==> src/rtl/uart_tx_arbiter.sv <==
// uart_tx_arbiter: shares the buart transmit pins between two byte producers.
// Each producer owns a small byte FIFO. A round-robin scheduler with an
// optional per-port lock hands one byte at a time to the UART. It waits for
// the UART's busy flag to clear before it hands over the next byte.
module uart_tx_arbiter #(
    parameter int DEPTH        = 4,
    parameter int LOCK_TIMEOUT = 1024
) (
    input  logic       clk,
    input  logic       reset,
    input  logic       req0_wr,
    input  logic [7:0] req0_data,
    input  logic       req0_lock,
    output logic       req0_full,
    input  logic       req1_wr,
    input  logic [7:0] req1_data,
    input  logic       req1_lock,
    output logic       req1_full,
    output logic       uart_wr,
    output logic [7:0] uart_data,
    input  logic       uart_busy,
    output logic       grant,
    output logic       active
);

    localparam int AW = $clog2(DEPTH);
    localparam int PW = AW + 1;
    localparam int CW = $clog2(LOCK_TIMEOUT + 1);
    // Pointers differing only in the MSB mean the FIFO has wrapped once: full.
    localparam logic [PW-1:0] PTR_FULL_XOR = {1'b1, {AW{1'b0}}};
    localparam logic [CW-1:0] CNT_MAX      = CW'(LOCK_TIMEOUT);

    typedef enum logic [1:0] {
        S_IDLE  = 2'd0,
        S_SEND  = 2'd1,
        S_DRAIN = 2'd2
    } state_t;

    logic [7:0]    r_mem  [2][DEPTH];
    logic [PW-1:0] r_wptr [2];
    logic [PW-1:0] r_rptr [2];

    state_t        r_state;
    logic          r_uart_wr;
    logic [7:0]    r_uart_data;
    logic          r_grant;
    logic          r_active;
    logic          r_locked;
    logic [CW-1:0] r_cnt;

    logic [1:0]    w_wr;
    logic [1:0]    w_lock;
    logic [1:0]    w_full;
    logic [1:0]    w_empty;
    logic [1:0]    w_push;
    logic [1:0]    w_pop;
    logic [7:0]    w_data [2];
    logic [7:0]    w_head [2];
    logic          w_timeout;
    logic          w_lock_eff;
    logic          w_cand;
    logic          w_cand_ok;
    logic          w_start;

    assign req0_full = w_full[0];
    assign req1_full = w_full[1];
    assign uart_wr   = r_uart_wr;
    assign uart_data = r_uart_data;
    assign grant     = r_grant;
    assign active    = r_active;

    // FIFO status, push qualification and head-of-queue bytes for both ports.
    always_comb begin
        w_wr      = {req1_wr, req0_wr};
        w_lock    = {req1_lock, req0_lock};
        w_data[0] = req0_data;
        w_data[1] = req1_data;
        w_full    = 2'b00;
        w_empty   = 2'b00;
        w_push    = 2'b00;
        for (int p = 0; p < 2; p++) begin
            w_full[p]  = ((r_wptr[p] ^ r_rptr[p]) == PTR_FULL_XOR);
            w_empty[p] = (r_wptr[p] == r_rptr[p]);
            // Full is judged on the registered pointers, so a same-cycle pop
            // never frees room for a same-cycle write.
            w_push[p]  = w_wr[p] & ~w_full[p];
            w_head[p]  = r_mem[p][r_rptr[p][AW-1:0]];
        end
    end

    // Candidate selection: the lock owner alone is eligible; otherwise alternate.
    always_comb begin
        w_timeout  = (r_cnt == CNT_MAX);
        // A lock dropped or timed out this cycle already stops restricting choice.
        w_lock_eff = r_locked & w_lock[r_grant] & ~w_timeout;
        w_cand     = r_grant;
        w_cand_ok  = 1'b0;
        if (w_lock_eff) begin
            w_cand    = r_grant;
            w_cand_ok = ~w_empty[r_grant];
        end else if (~w_empty[0] & ~w_empty[1]) begin
            w_cand    = ~r_grant;
            w_cand_ok = 1'b1;
        end else if (~w_empty[0]) begin
            w_cand    = 1'b0;
            w_cand_ok = 1'b1;
        end else if (~w_empty[1]) begin
            w_cand    = 1'b1;
            w_cand_ok = 1'b1;
        end else begin
            w_cand    = r_grant;
            w_cand_ok = 1'b0;
        end
        w_start  = (r_state == S_IDLE) & ~uart_busy & w_cand_ok;
        w_pop[0] = w_start & ~w_cand;
        w_pop[1] = w_start & w_cand;
    end

    // FIFO storage; contents need no reset because the pointers define validity.
    always_ff @(posedge clk) begin
        for (int p = 0; p < 2; p++) begin
            if (w_push[p]) begin
                r_mem[p][r_wptr[p][AW-1:0]] <= w_data[p];
            end
        end
    end

    // FIFO pointers: modulo 2*DEPTH so that full and empty can be told apart.
    always_ff @(posedge clk or posedge reset) begin
        if (reset) begin
            for (int p = 0; p < 2; p++) begin
                r_wptr[p] <= {PW{1'b0}};
                r_rptr[p] <= {PW{1'b0}};
            end
        end else begin
            for (int p = 0; p < 2; p++) begin
                if (w_push[p]) begin
                    r_wptr[p] <= r_wptr[p] + PW'(1);
                end
                if (w_pop[p]) begin
                    r_rptr[p] <= r_rptr[p] + PW'(1);
                end
            end
        end
    end

    // Arbiter FSM with registered UART strobe/data, grant, activity and lock state.
    always_ff @(posedge clk or posedge reset) begin
        if (reset) begin
            r_state     <= S_IDLE;
            r_uart_wr   <= 1'b0;
            r_uart_data <= 8'h00;
            r_grant     <= 1'b0;
            r_active    <= 1'b0;
            r_locked    <= 1'b0;
            r_cnt       <= {CW{1'b0}};
        end else begin
            case (r_state)
                S_IDLE: begin
                    r_uart_wr <= 1'b0;
                    // Lock is released by the owner or by the starvation guard.
                    if (r_locked && (!w_lock[r_grant] || w_timeout)) begin
                        r_locked <= 1'b0;
                        r_cnt    <= {CW{1'b0}};
                    end else if (r_locked && w_empty[r_grant] && (r_cnt != CNT_MAX)) begin
                        r_cnt <= r_cnt + CW'(1);
                    end else begin
                        r_cnt <= r_cnt;
                    end
                    if (w_start) begin
                        r_state     <= S_SEND;
                        r_uart_wr   <= 1'b1;
                        r_uart_data <= w_head[w_cand];
                        r_grant     <= w_cand;
                        r_active    <= 1'b1;
                        r_cnt       <= {CW{1'b0}};
                    end
                end
                S_SEND: begin
                    r_uart_wr <= 1'b0;
                    r_state   <= S_DRAIN;
                    r_locked  <= w_lock[r_grant];
                    r_cnt     <= {CW{1'b0}};
                end
                S_DRAIN: begin
                    r_uart_wr <= 1'b0;
                    if (!uart_busy) begin
                        r_state  <= S_IDLE;
                        r_active <= 1'b0;
                    end
                end
                default: begin
                    r_state   <= S_IDLE;
                    r_uart_wr <= 1'b0;
                    r_active  <= 1'b0;
                end
            endcase
        end
    end

endmodule

==> config.mk <==
export PLATFORM = sky130hd
export DESIGN_NAME = uart_tx_arbiter
export DESIGN_NICKNAME = d
export VERILOG_FILES = /design/src/rtl/uart_tx_arbiter.sv
export SDC_FILE = /design/constraint.sdc
export NUM_CORES = 1
export LEC_CHECK = 0
export BUFFER_PORTS_ARGS = -buffer_cell sky130_fd_sc_hd__buf_2
export CAP_MARGIN = 20
export CELL_PAD_IN_SITES_DETAIL_PLACEMENT = 0
export CELL_PAD_IN_SITES_GLOBAL_PLACEMENT = 1
export CORE_MARGIN = 4
export CORE_UTILIZATION = 54
export DETAILED_ROUTE_END_ITERATION = 16
export PLACE_DENSITY_LB_ADDON = 0.1
export SLEW_MARGIN = 15
export SYNTH_ARGS = -nofsm -noshare
export SYNTH_HDL_FRONTEND = slang
export SYNTH_SLANG_ARGS = --single-unit
==> constraint.sdc <==
create_clock -name clk -period 4.3 [get_ports clk]
set_input_delay 0.215 -clock clk [delete_from_list [all_inputs] [get_ports clk]]
set_output_delay 0.215 -clock clk [all_outputs]
set_load 0.01 [all_outputs]
==> results of run 1 <==
cell usage after synthesis (2+ instances only):
master     n
mux2_2     2
o21bai_1   4
edfxtp_1  64
nor2b_1    6
ha_1      12
and3_1     3
a211oi_1   2
xor2_1     5
o21ai_0    7
buf_2      3
or3_1      4
o21ai_1    2
mux4_2    10
inv_1     14
o221ai_1   2
buf_4      3
xor2_2     2
a21oi_1    2
a22o_1     5
and2_1    10
buf_6      2
a22oi_1    8
nand3_1    3
a221o_1    3
dfrtp_1   37
nand2_1   33
nor4_1     3
nor2_1    10
mux4_1     6
xnor2_1    7
nor3_1     3
power by group through the flow:
stage                     Sequential [µW]  Combinational, µW  Clock [µW]
final                                1600               1180         583
after global routing                 1650               1310         637
after CTS                            1610               1190         598
after detailed placement             1630               1190           0
after global placement               1620               1160           0
after floorplan                      1510                991           0
state kept, by name, indices dropped and copies added, names as in the netlist, 2 cells and up:
name,cells
r_mem,64
r_wptr,6
r_cnt,11
uart_data,8
r_state,2
r_rptr,6
final cells by class:
cell class | instances | share of cell area, %
inverters | 14 | 1.08
flip-flops and latches | 101 | 58.5
clock buffers | 10 | 2.62
well taps | 102 | 2.62
repair buffers | 39 | 4.21
multi-input cells | 167 | 29.7
clock inverters | 6 | 1.28
routing by layer:
layer  vias to the layer above  part of all wire [%]  track usage, %
met5                         -                     0               0
met2                        48                    48            25.2
met1                      1189                    47            24.0
met3                         8                   3.8            4.00
li1                       1169                     -               -
met4                         0                   1.1            5.67
worst register-to-register path, stage by stage (launching register included):
cell     delay, ns
dfrtp_1       0.78
xor2_2        0.34
nor4_4        0.09
o311a_1       0.36
nor3_2        0.60
nor2_1        0.28
a221o_1       0.35
worst max path at each step:
stage          endpoint  slack (ns)  cells after the start
2_1_floorplan  r_cnt[3]        2.24                      8
3_3_place_gp   r_cnt[7]        1.45                      6
3_5_place_dp   r_cnt[7]        1.38                      6
4_1_cts        r_cnt[7]        1.36                      6
5_1_grt        r_cnt[8]        1.16                      6
6_report       r_cnt[7]        1.38                      6
stage by stage:
step           setup WS [ns]  utilization, %  instances  instance area [µm²]  total power (µW)
6_report                1.38            62.1        439                 4870              3360
5_1_grt                 1.16            62.1        439                 4870              3600
4_1_cts                 1.36            62.0        438                 4860              3400
3_5_place_dp            1.38            59.4        421                 4660              2810
3_3_place_gp            1.45            59.4        421                 4660              2780
2_1_floorplan           2.24               -        292                 4410              2500
cell families (layout without fill, tap and decap cells):
kind of cell	Yosys count	in the layout	share of synthesized area [%]
mux	19	19	9.42
fa+ha+maj	12	12	3.41
flops	101	101	64.6
compound gates	42	42	7.21
xor+xnor	14	14	3.12
simple gates	80	80	9.51
buf+inv	24	69	2.75
==> results.cfg, run 1 <==
[outcome]
status = finished, final reports clean

[worst_hold_path]
whs_endpoint = r_mem[0][8]
hp-start = req0_data[0]
hp-class = in2reg
holdPathStages = 1

[route]
drtIter0Drc = 74
num_vias = 2414
wirelength_um = 7510
drc_errors = 0
drtAntennaViolNets = 0
vias_per_cell = 5.50
post_drt_wl_per_cell_um = 17.1
dr.pass1.iters = 4

[timing]
max_slew_margin_pct = 52.9
period_share_pct = 67.8
holdWs_ns = 0.0377
final.setup_skew_ns = 0.0204
hold_viol = 0
maxSlewViolCount = 0
fmax_ghz = 0.343
tightest_slew_ns = 0.703
timing.setup.tns_ns = 0
setup_viol = 0
grt_setup_unrepaired = false
min_period_ns = 2.92

[synth]
syn_nets = 327
syn_area_per_cell_um2 = 15.1
syn_area_um2 = 4410
syn_inst = 292
synth_ff_type = edfxtp_1
synth-seq-cells = 101
yosysWarnings = 0
ys_types = 46
synth-edff-count = 64
synth_top_area_share_pct = 43.6
ys_seq_area_share_pct = 64.6
ys_top_cells_by_area = edfxtp_1 (44%), dfrtp_1 (21%), mux4_2 (5.1%)
synth_area_leader_cell = edfxtp_1
async_flop_share_pct = 36.6

[power_and_ir_drop]
max-vdd-ir-drop_v = 0.000355
power.density_nw_per_um2 = 690
internal_power_uw = 2100
p_seq_share_pct = 47.7
netSwitchingFraction_pct = 37.4
comb_power_share_pct = 35.0
clockPowerShare_pct = 17.4
leakage_uw = 0.00195
p_switching_uw = 1260

[global_route]
grt_pass1_vias = 2366
grt_usage_pct = 16.7
grt-ovfl-total = 0
grt_max_degree = 38
antenna_found_initial = 0
grt_pass1_wl_um = 12400

[clock_tree]
clk_latency_ns = 0.38
post-cts-setup-buffers = 0
cts_tree = built
post_cts_resized = 0
htree_levels = 3
cts_buffers = 9
root_buffer = clkbuf_8
clk_pin_slew_ns = 0.11
ctsHoldBuffers = 1
cts_max_path_buffers = 2
clock_sinks = 101

[final_layout]
fin_nets = 367
n_fill_cell = 638
diodes = 0
final_layout_size_suffix_gt1_share_pct = 22.0
syn_to_final_growth_pct = 10.4
regArea_um2 = 2850
final_common_cell = edfxtp_1
mostFrequentLayoutCells = edfxtp_1 (64), dfrtp_1 (37), buf_2 (36), nand2_1 (33), inv_1 (14)
multiInputGateArea_um2 = 1450

[worst_setup_path]
crit_type = reg2reg
r2r_end = r_cnt[7]
cp_data_required_time_ns = 4.56
reg2reg_depth = 6
r2r_slack_ns = 1.38
crit_start = r_rptr[3]
path_buf_inv = 0
rr_startpoint = r_rptr[3]
cp.arrival_ns = 3.18
cpMaxStageDelayCell = dfrtp_1
crit_chain = xor2_2, nor4_4, o311a_1, nor3_2, nor2_1, a221o_1
cp-start-kind = flop
cpPeakStageDelay_ns = 0.78
path_delay_family = simple AND/OR/NAND/NOR gates
path_max_fanout = 13
worst_setup_path_end_kind = flop

[floorplan]
die_h_um = 98.4
num_io_pins = 36
die_w_um = 98.4
die_area_um2 = 9670
core.rowCount = 32
start_util_pct = 56.2
design.core.area_um2 = 7850

[placed_design]
io_buffers = 35
dp_hpwl_um = 5260
gp_congestion = 0.727

[flow_run]
maxCapViolCount = 0
Power figures use the tool's default switching activity.
==> run 2: changes to the inputs <==
ABC_AREA = 1   (was default)
CORE_UTILIZATION = 47   (was 54)
clock period = 2.8 ns   (was 4.3 ns; I/O delays follow)
==> results.cfg, run 2 <==
[outcome]
status = finished, final reports clean

[timing]
fmax_ghz = 0.459
holdWs_ns = 0.0665
max_slew_margin_pct = 46.1
grt_setup_unrepaired = false
period_share_pct = 77.8
setup_viol = 0
maxSlewViolCount = 0
tightest_slew_ns = 0.805
worst_slack_ns = 0.620
timing.setup.tns_ns = 0
min_period_ns = 2.18
final.setup_skew_ns = 0.00835
hold_viol = 0

[worst_hold_path]
holdPathStages = 3
hp-class = in2reg

[global_route]
grt-ovfl-total = 0
grt_pass1_vias = 3160
grt_pass1_wl_um = 15400
grt_usage_pct = 17.1
grt_max_degree = 38
antenna_found_initial = 0

[synth]
syn_area_um2 = 4800
synth_area_leader_cell = edfxtp_1
synth_common_cells = nand2_1 (82), nor2_1 (65), edfxtp_1 (64), inv_1 (40)
yosysWarnings = 0
syn_nets = 497
ys_types = 34
syn_inst = 462
syn_area_per_cell_um2 = 10.4
async_flop_share_pct = 36.6
synth_ff_type = edfxtp_1
yosysMostFrequentCell = nand2_1
ys_top_cells_by_area = edfxtp_1 (40%), dfrtp_1 (19%), nand2_1 (6.4%)
synth-seq-cells = 101
synth_top_area_share_pct = 40.1
ys_seq_area_share_pct = 59.4
synth-edff-count = 64

[route]
num_vias = 3224
post_drt_wl_per_cell_um = 14.0
vias_per_cell = 4.91
drtAntennaViolNets = 0
drc_errors = 0
wirelength_um = 9200
drtIter0Drc = 117
dr.pass1.iters = 4

[clock_tree]
htree_levels = 3
post-cts-setup-buffers = 0
ctsHoldBuffers = 17
cts_tree = built
clk_pin_slew_ns = 0.10
post_cts_resized = 0
cts_buffers = 9
clk_latency_ns = 0.37
clock_sinks = 101
cts_max_path_buffers = 2
root_buffer = clkbuf_8

[worst_setup_path]
crit_chain = inv_6, nand2_1, nand2_2, nand4_1, nand2_1, nor2_1
r2r_slack_ns = 0.62
cp.arrival_ns = 2.19
path_max_fanout = 11
path_common_cell = nand2_1
cp_data_required_time_ns = 2.81
cp-start-kind = flop
cpMaxStageDelayCell = nor2_1
crit_type = reg2reg
reg2reg_depth = 6
worst_setup_path_end_kind = flop
cpPeakStageDelay_ns = 0.66

[final_layout]
syn_to_final_growth_pct = 13.5
mostFrequentLayoutCells = nand2_1 (82), nor2_1 (65), edfxtp_1 (64), inv_1 (40)
final_common_cell = nand2_1
final_layout_size_suffix_gt1_share_pct = 21.0
diodes = 0
fin_nets = 554
layoutNonFillerInstCount = 657
largest_reg_flops = 64

[power_and_ir_drop]
power.density_nw_per_um2 = 980
power.total_uw = 5340
max-vdd-ir-drop_v = 0.000490
leakage_uw = 0.00232

[floorplan]
die_h_um = 109
core.rowCount = 36
die_area_um2 = 11900
die_w_um = 109
start_util_pct = 48.6
num_io_pins = 36
design.core.area_um2 = 9860

[placed_design]
io_buffers = 35
gp_congestion = 0.738
place_ws_ns = 0.616
dp_cells = 624
dp_hpwl_um = 6540

[flow_run]
maxCapViolCount = 0
run 2: changes by cell type in the layout (fill, tap and decap cells not counted), sizes merged, moves of 8 or more:
| cell | delta |
|---|---|
| o22ai | +16 |
| dlygate4sd3 | +16 |
| a22oi | -8 |
| o21ai | +31 |
| nor2 | +60 |
| nand2 | +70 |
| inv | +33 |
| mux4 | -16 |
| nand3 | +28 |
| and2 | -10 |
run 2: cells by family after synthesis:
| family | Yosys count | share of synthesized area (%) |
|---|---|---|
| AND/OR/NAND/NOR | 211 | 21.2 |
| flip-flops | 101 | 59.4 |
| AO/OA/AOI/OAI | 63 | 7.22 |
| buffers and inverters | 63 | 6.55 |
| XOR/XNOR | 12 | 2.58 |
| adder cells (fa/ha/maj) | 12 | 3.13 |
run 2: through the flow:
step	utilization [%]	instance area, µm²
after CTS	55.2	5450
after floorplan	-	4800
final	55.2	5450
after global routing	55.2	5450
after global placement	51.6	5090
after detailed placement	51.6	5090
run 2: where the power goes:
group          leakage (µW)  switching, µW  total (µW)  internal, µW
Combinational       0.00118           1400        2160           762
Sequential          0.00105            300        2310          2010
Clock             0.0000928            526         873           347
run 2: worst max-delay path, delay by kind of cell (launching register included):
kind | cells | cell delay (ns)
buf+inv | 1 | 0.09
simple gates | 5 | 1.09
flops | 1 | 0.63
run 2: cell type report:
| class | instances | area, µm² |
|---|---|---|
| tap | 133 | 166 |
| clock inverter | 6 | 58.8 |
| inverter | 48 | 198 |
| multi-input combinational | 298 | 1640 |
| clock buffer | 10 | 128 |
| sequential | 101 | 2850 |
| fill | 874 | 4420 |
| timing repair buffer | 61 | 413 |
run 2: worst paths after layout:
| check | startpoint | to |
|---|---|---|
| min | uart_busy | r_state[1] |
| min in group asynchronous | reset | r_state[1] |
| max | r_rptr[1] | r_mem[0][43] |
| min reg2reg | r_wptr[5] | r_wptr[5] |
| max in group asynchronous | reset | r_cnt[4] |
| max reg2reg | r_rptr[1] | r_mem[0][43] |
run 2: per-layer routing:
metal	global-route usage (%)	routed length, µm
met1	23.0	4390
met5	0	0
met2	27.5	4370
met4	5.41	144
met3	3.85	307
